[src/rtl/dmem_access_ctrl.sv]
// dmem_access_ctrl: MEM-stage load/store bus sequencer with stall, timeout abort and load extension.
// Define DMEM_MISALIGN_TRAP_EN to trap misaligned H/W accesses instead of issuing them.
module dmem_access_ctrl #(
    parameter int TIMEOUT_CYC = 15
) (
    input  logic        clk,
    input  logic        rst,
    input  logic        FlushM,
    input  logic        MemRead_exe,
    input  logic        MemWrite_exe,
    input  logic [2:0]  funct3_exe,
    input  logic [31:0] alu_result_exe,
    input  logic [31:0] data2_decode_exe,
    input  logic        bus_ack,
    input  logic [31:0] bus_rdata,
    output logic        bus_req,
    output logic        bus_we,
    output logic [31:0] bus_addr,
    output logic [3:0]  bus_be,
    output logic [31:0] bus_wdata,
    output logic        StallM,
    output logic [31:0] load_data,
    output logic        mem_done,
    output logic        mem_err,
    output logic        misalign
);
    typedef enum logic [1:0] {IDLE, REQ, DONE} state_t;
    state_t state, next;
    logic [7:0] cnt;
    logic [1:0] off, sz;
    logic zext, err, mis;
    logic access, timeout, bad_align;
    logic [3:0] be_n;
    logic [31:0] wdata_n, sh, ext;
    logic [1:0] off_n;

    assign access = (MemRead_exe | MemWrite_exe) & ~FlushM;
    assign timeout = cnt >= 8'(TIMEOUT_CYC - 1);

`ifdef DMEM_MISALIGN_TRAP_EN
    assign bad_align = (funct3_exe[1:0] == 2'b01 && alu_result_exe[0]) ||
                       (funct3_exe[1] && alu_result_exe[1:0] != 2'b00);
`else
    assign bad_align = 1'b0;
`endif

    assign be_n = funct3_exe[1:0] == 2'b00 ? 4'b0001 << alu_result_exe[1:0] :
                  funct3_exe[1:0] == 2'b01 ? 4'b0011 << {alu_result_exe[1], 1'b0} : 4'b1111;
    assign wdata_n = funct3_exe[1:0] == 2'b00 ? {4{data2_decode_exe[7:0]}} :
                     funct3_exe[1:0] == 2'b01 ? {2{data2_decode_exe[15:0]}} : data2_decode_exe;
    assign off_n = funct3_exe[1:0] == 2'b00 ? alu_result_exe[1:0] :
                   funct3_exe[1:0] == 2'b01 ? {alu_result_exe[1], 1'b0} : 2'b00;

    assign sh = bus_rdata >> {off, 3'b000};
    assign ext = sz == 2'b00 ? (zext ? {24'b0, sh[7:0]} : {{24{sh[7]}}, sh[7:0]}) :
                 sz == 2'b01 ? (zext ? {16'b0, sh[15:0]} : {{16{sh[15]}}, sh[15:0]}) : bus_rdata;

    assign mem_err = state == DONE && err;
    assign misalign = state == DONE && mis;

    always_ff @(posedge clk) begin
        if (rst) state <= IDLE;
        else     state <= next;
    end

    always_comb begin
        next = state;
        bus_req = 1'b0;
        StallM = 1'b0;
        mem_done = 1'b0;
        case (state)
            IDLE: begin
                StallM = access;
                if (access) next = bad_align ? DONE : REQ;
            end
            REQ: begin
                bus_req = 1'b1;
                StallM = 1'b1;
                if (bus_ack || timeout) next = DONE;
            end
            DONE: begin
                mem_done = 1'b1;
                next = IDLE;
            end
            default: next = IDLE;
        endcase
    end

    always_ff @(posedge clk) begin
        if (rst) begin
            cnt <= '0;
            off <= '0;
            sz <= '0;
            zext <= 1'b0;
            err <= 1'b0;
            mis <= 1'b0;
            bus_we <= 1'b0;
            bus_addr <= '0;
            bus_be <= '0;
            bus_wdata <= '0;
            load_data <= '0;
        end else if (state == IDLE && access) begin
            cnt <= '0;
            err <= 1'b0;
            mis <= bad_align;
            if (bad_align) begin
                load_data <= '0;
            end else begin
                bus_we <= MemWrite_exe;
                bus_addr <= {alu_result_exe[31:2], 2'b00};
                bus_be <= be_n;
                bus_wdata <= wdata_n;
                off <= off_n;
                sz <= funct3_exe[1:0];
                zext <= funct3_exe[2];
            end
        end else if (state == REQ) begin
            if (bus_ack) begin
                load_data <= bus_we ? 32'b0 : ext;
            end else if (timeout) begin
                err <= 1'b1;
                load_data <= '0;
            end else begin
                cnt <= cnt == 8'hFF ? cnt : cnt + 8'd1;
            end
        end
    end
endmodule

[config.mk]
export PLATFORM = sky130hd
export DESIGN_NAME = dmem_access_ctrl
export DESIGN_NICKNAME = d
export VERILOG_FILES = /design/src/rtl/dmem_access_ctrl.sv
export SDC_FILE = /design/constraint.sdc
export NUM_CORES = 1
export LEC_CHECK = 0
export CAP_MARGIN = 5
export CORE_ASPECT_RATIO = 0.6
export CORE_MARGIN = 1
export CORE_UTILIZATION = 41
export CTS_CLUSTER_DIAMETER = 60
export CTS_CLUSTER_SIZE = 12
export DETAILED_ROUTE_END_ITERATION = 6
export DONT_BUFFER_PORTS = 1
export MAX_ROUTING_LAYER = met4
export PLACE_DENSITY_LB_ADDON = 0.3
export RECOVER_POWER = 100
export SLEW_MARGIN = 20
export SYNTH_ARGS = -nofsm -noshare
export SYNTH_HDL_FRONTEND = slang
export SYNTH_SLANG_ARGS = --single-unit
[constraint.sdc]
create_clock -name clk -period 2.3 [get_ports clk]
set_input_delay 0.345 -clock clk [delete_from_list [all_inputs] [get_ports clk]]
set_output_delay 0.345 -clock clk [all_outputs]
set_load 0.005 [all_outputs]
Yosys cells after proc, flatten, opt, wreduce, memory -nomap -nowiden. Index checks and enable logic that the tools add are counted.

Bitwise operators: 7. Shift-type cells: 3. Magnitude comparators: 1. Reductions and logical operators: 12. Eq/ne operators: 7. Multiplexer cells: 19. Add/subtract/negate cells: 1.

Operators by type and width (count): two-way mux 32 bit (9); right shift 32 x 5 -> 16 bit (1); adder 8 x 1 -> 8 bit (second input constant) (1); equality test 8 bit (second input constant) (1); >= comparator 8 x 4 -> 1 bit (second input constant) (1); two-way mux 2 bit (4); two-way mux 4 bit (2); equality test 2 x 1 -> 1 bit (second input constant) (3); zero test 2 bit (3); AND reduction 3 bit (2); inverter 1 bit (5); != test 2 bit (second input constant) (2); one-hot mux 2 bit (2 select lines) (1); AND reduction 4 bit (1); << shifter 1 x 2 -> 4 bit (first input constant) (1); << shifter 2 x 2 -> 4 bit (first input constant) (1); equality test 2 bit (second input constant) (1); logical AND 1 bit (2); two-way mux 1 bit (2); one-hot mux 1 bit (2 select lines) (1); AND reduction 2 bit (1); nonzero test 2 bit (1); OR reduction 2 bit (1); bitwise AND 1 bit (1); 2 further kinds (2).

Output and inout bits: 106. Flip-flop bits (word level): 115. Input port bits: 105.

Logic depth before layout (Yosys ltp).
Word-level depth: 6. Depth in mapped cells: 7. Mapped depth without buffers: 6.

Least setup slack after synthesis. Ideal clock, no wire load.

Path kind: reg2reg. Start point: register cnt[4]. End point: register cnt[1]. Data arrival time: 1627 ps. Setup time: 103 ps. Required time: 2197 ps. Stages on the path, launching flop included: 5. Path slack: 570 ps. Clock period less this slack: 1730 ps. Cell sequence: dfxtp_1 > or4_4 > nor4_4 > nor2_1 > a2111oi_2.

Word-level cells in the longest chain between the ends: 3.

RTL lines: from (decl) (line 29) `logic [7:0] cnt;`; from (signal assigned) (line 124) `cnt <= cnt == 8'hFF ? cnt : cnt + 8'd1;`; >= comparator 8 x 4 -> 1 bit / equality test 8 bit (equally long branches) (line 38, 124); inverter 1 bit (no source line); AND reduction 4 bit (no source line) *.

Mark *: on every way between the ends. The rest lies on a longest branch, timed or not. A chain may end at the register's enable or synchronous reset.

Final worst setup path.
Start point: register cnt[4]. End point: register load_data[11].

Word-level cells in the longest chain between the ends: 3.

RTL lines: >= comparator 8 x 4 -> 1 bit (line 38) `assign timeout = cnt >= 8'(TIMEOUT_CYC - 1);`; nonzero test 2 bit (no source line); AND reduction 3 bit (no source line); to (signal assigned) (line 119) `load_data <= bus_we ? 32'b0 : ext;`; to (decl) (line 22) `output logic [31:0] load_data,`.

Every way passes these cells.

==> results.txt <==
----------------------------------------------------
[Detailed routing]
  Violation count after the first detailed-route iteration ... 314
  Number of iterations in the first detailed-routing pass ... 7
  Post-route antenna net violation count ... 0
  Vias per cell ... between 5 and 6
  Wire length after detailed routing ... around 14 mm
  Drt wl/cell ... 19.48 um
  Detailed-route via count ... approximately 4,300
  DRC violation count after routing ... 0

[Synthesis]
  Cell variety after synth ... 52
  Netlist area before placement ... around 5000 um2
  Share of the synthesized area in the top cell type ... between 40% and 50%
  Number of instances in the synthesized netlist ... around 590
  Cell type with the highest aggregate area in the netlist ... sky130_fd_sc_hd__dfxtp_1
  Dominant synthesized flop cell ... sky130_fd_sc_hd__dfxtp_1
  Post-synthesis mux area share ... under 10%
  Commonest cells post-synth ... 132 x sky130_fd_sc_hd__nand2_1, 115 x sky130_fd_sc_hd__dfxtp_1, 64 x sky130_fd_sc_hd__a21oi_1
  Average footprint of a synthesized cell ... 8.501 um2
  #FFs+latches synth ... 115
  Synth Area in XOR/XNOR ... 0.1749%
  Share of async-settable or async-resettable flops after synthesis ... 0%
  Combinational family with the most area after synthesis ... compound AO/OA/AOI/OAI gates
  EDFF count, synth ... 0
  Proportion of synthesized chip area in sequential cells ... 45.98%
  Synth warnings ... 0
  Post-synthesis share of cell area spent on full adders, half adders and majority gates ... less than 1%
  Synth Area in Simple Gates ... between 10% and 20%
  Synth top area cells ... sky130_fd_sc_hd__dfxtp_1 46%, sky130_fd_sc_hd__nand2_1 9.9%, sky130_fd_sc_hd__a21oi_1 6.4%, sky130_fd_sc_hd__mux2i_1 5.2%, sky130_fd_sc_hd__a221o_1 3.2%
  Fraction of the mapped netlist area in compound gates ... 22.91%
  Most repeated cell in the gate-level netlist after synthesis ... sky130_fd_sc_hd__nand2_1

[Power and ir drop]
  Cell leakage power ... between 2 and 2.5 nW
  Clock network power share ... about 48%
  Sequential share of power ... 43.5%
  Switching pwr ... ~0.0013 W
  Net Sw Frac ... between 20% and 30%
  Power per standard cell area ... between 900 and 1000 nW/um2
  Portion of total power attributed to combinational logic ... under 10%
  Power Internal ... roughly 0.0038 W
  IR Drop Worst-Case VDD ... approximately 0.51 mV

[Floorplanning]
  Std cell rows ... 30
  Die boundary width ... between 100 and 150 um
  Number of placed I/O pins ... between 200 and 250
  Overall die height ... a little under 90 um
  Initial Util ... 43.17%
  Core Footprint ... 11,600 um2
  Die ar. ... approximately 13,000 um2

[Clock tree]
  Total clock buffers created by CTS ... 17
  # H-tree levels ... 4
  Resize count post-CTS ... 0
  Clock Root Buffer ... sky130_fd_sc_hd__clkbuf_16
  Clock transition at path regs ... ~60 ps
  Clock insertion delay at the later pin of the skew report ... 410 ps
  Post-CTS Setup Bufs ... 0
  Sink count of the clock tree ... about 120
  TritonCTS clock tree ... done
  CTS Buffer Depth ... 2

[STA]
  Worst slew margin ... a little over two fifths
  RSZ-0062 raised after global routing ... false
  Post-route clock skew ... approximately 13 ps
  Endpoints failing hold ... 0
  Total setup violations reported at the end of the flow ... 0
  Pin slew with the least headroom to its limit ... between 800 and 900 ps
  Final worst-path cycle share ... between 90% and 100%
  Achievable frequency ... around 470 MHz
  Clock period minus final worst setup slack ... 2110 ps
  Total negative slack ... 0 ps
  Max Slew Vio Count ... 0

[Global routing]
  Vias in the first global route ... around 4,000
  Overflow after GRT ... 0
  First-pass GRT wire length ... between 20 and 25 mm
  Pin count of the biggest net entering global routing ... 73
  Initial antenna violation count ... 0
  Total global-route track usage ... a little under a quarter

[Outcome]
  Outcome ... completed

[Setup path]
  Data arrival time of the worst path ... about 2400 ps
  Required time reported for the critical path endpoint ... 2600 ps
  Worst Setup End Kind ... flop
  Worst Path Class, Setup ... reg2reg
  Category of the worst setup path launch point ... flop
  Critical path fanouts, max ... 32

[Placed design]
  Final HPWL DP ... 10.31 mm
  Number of placed instances with taps included ... 710
  Placer congestion estimate ... between 0.8 and 0.9
  Port-buffer cells ... 0

[Cells and area]
  Layout cells sized above 1 ... under 10%
  Area added between synthesis and finish ... 12.64%
  Fill cell instance count of the final layout ... between 1,000 and 1,500
  # nets final ... 678
  Fin cells ... about 740
  Diodes inserted ... 0

[Min path]
  Min-Delay Path Class ... in2reg

[Run]
  Count of maximum capacitance violations ... 0

----------------------------------------------------
[per-layer routing]
metal | wire length (um) | vias up | track usage (%)
li1 | - | 2063 | -
met1 | 6823 | 2065 | 32.34
met2 | 6084 | 192 | 30.99
met3 | 1340 | 24 | 6.944
met4 | 243 | 0 | 10.53
met5 | 0 | - | -
[state kept, by name, indices dropped and copies added (netlist names)]
| name | count |
|---|---|
| load_data | 32 |
| zext | 1 |
| state | 2 |
| bus_wdata | 32 |
| bus_be | 4 |
| bus_we | 1 |
| sz | 2 |
| cnt | 8 |
| err | 1 |
| bus_addr | 30 |
| off | 2 |
[power by group through the flow]
stage / sequential [W] / clock [W] / combinational [W]
after floorplan: 0.00222 / 0 / 0.000374
after detailed placement: 0.00227 / 0 / 0.000417
after CTS: 0.00222 / 0.00250 / 0.000422
after global placement: 0.00226 / 0 / 0.000400
after global routing: 0.00224 / 0.00259 / 0.000464
final: 0.00222 / 0.00247 / 0.000413
[cells in the final DEF (no fill, tap or decap), types with 3 or more instances in the layout]
| master | n |
|---|---|
| sky130_fd_sc_hd__inv_1 | 6 |
| sky130_fd_sc_hd__o221ai_1 | 7 |
| sky130_fd_sc_hd__nand2b_1 | 5 |
| sky130_fd_sc_hd__a21oi_1 | 64 |
| sky130_fd_sc_hd__nand3b_1 | 5 |
| sky130_fd_sc_hd__clkinv_4 | 4 |
| sky130_fd_sc_hd__a211oi_1 | 10 |
| sky130_fd_sc_hd__o211ai_1 | 10 |
| sky130_fd_sc_hd__nor3_1 | 8 |
| sky130_fd_sc_hd__nor2_1 | 34 |
| sky130_fd_sc_hd__nand2_1 | 132 |
| sky130_fd_sc_hd__a311oi_1 | 10 |
| sky130_fd_sc_hd__clkbuf_1 | 3 |
| sky130_fd_sc_hd__buf_4 | 8 |
| sky130_fd_sc_hd__o22a_1 | 7 |
| sky130_fd_sc_hd__dfxtp_1 | 115 |
| sky130_fd_sc_hd__clkbuf_16 | 17 |
| sky130_fd_sc_hd__and2_0 | 4 |
| sky130_fd_sc_hd__conb_1 | 3 |
| sky130_fd_sc_hd__mux2_2 | 5 |
| sky130_fd_sc_hd__a22oi_1 | 5 |
| sky130_fd_sc_hd__o21ai_0 | 30 |
| sky130_fd_sc_hd__nor2b_1 | 3 |
| sky130_fd_sc_hd__clkinvlp_4 | 3 |
| sky130_fd_sc_hd__nand3_1 | 3 |
| sky130_fd_sc_hd__mux2i_1 | 26 |
| sky130_fd_sc_hd__a221o_1 | 16 |
[kinds of logic after synthesis]
logic type | after synthesis
DFF | 115
other | 1
xor gates and xnor gates | 1
and+or+nand+nor | 207
buffers and inverters | 59
muxes | 32
adders and majority gates | 2
AOI/OAI and AO/OA | 172
[worst max-delay path, cell delays in order, from the launching register on]
cell and delay, ps:
sky130_fd_sc_hd__dfxtp_1 330, sky130_fd_sc_hd__or4_1 650, sky130_fd_sc_hd__o32ai_1 340, sky130_fd_sc_hd__buf_4 390, sky130_fd_sc_hd__a22oi_1 140, sky130_fd_sc_hd__o21ai_0 150
[metrics by stage]
stage	cell area, um2	setup WS [ps]	util [%]	hold slack, ps	power (W)
finish	5640	189.8	48.63	19.07	0.005112
global route	5640	85.61	48.63	1.998	0.005297
CTS	5677	286.0	48.94	0.4513	0.005145
detailed placement	5110	301.2	44.06	425.0	0.002683
global placement	5110	367.7	44.06	423.7	0.002664
floorplan	5015	569.7	-	430.9	0.002598
[cell type report]
cell class | instances | area (um2) | share of cell area, %
tap | 160 | 200.2 | 3.549
multi-input combinational | 417 | 2442 | 43.30
inverter | 7 | 26.28 | 0.4658
clock buffer | 21 | 450.4 | 7.986
clock inverter | 11 | 106.4 | 1.886
sequential | 115 | 2302 | 40.82
timing repair buffer | 13 | 112.6 | 1.996
[timing repair]
item / in CTS / in global routing
hold buffers: 1 / 1
hold endpoints to repair: 11 / 2
endpoints found under the setup margin: 0 / 0
[path summary, 6_finish.rpt]
path	depth (start not counted)	slack (ps)	from	end
max	5	190	cnt[4]	load_data[11]
max reg2reg	5	190	cnt[4]	load_data[11]
min	1	20	rst	bus_wdata[22]
min reg2reg	1	460	cnt[7]	cnt[7]
No activity file was read; power rests on OpenSTA's default activity.
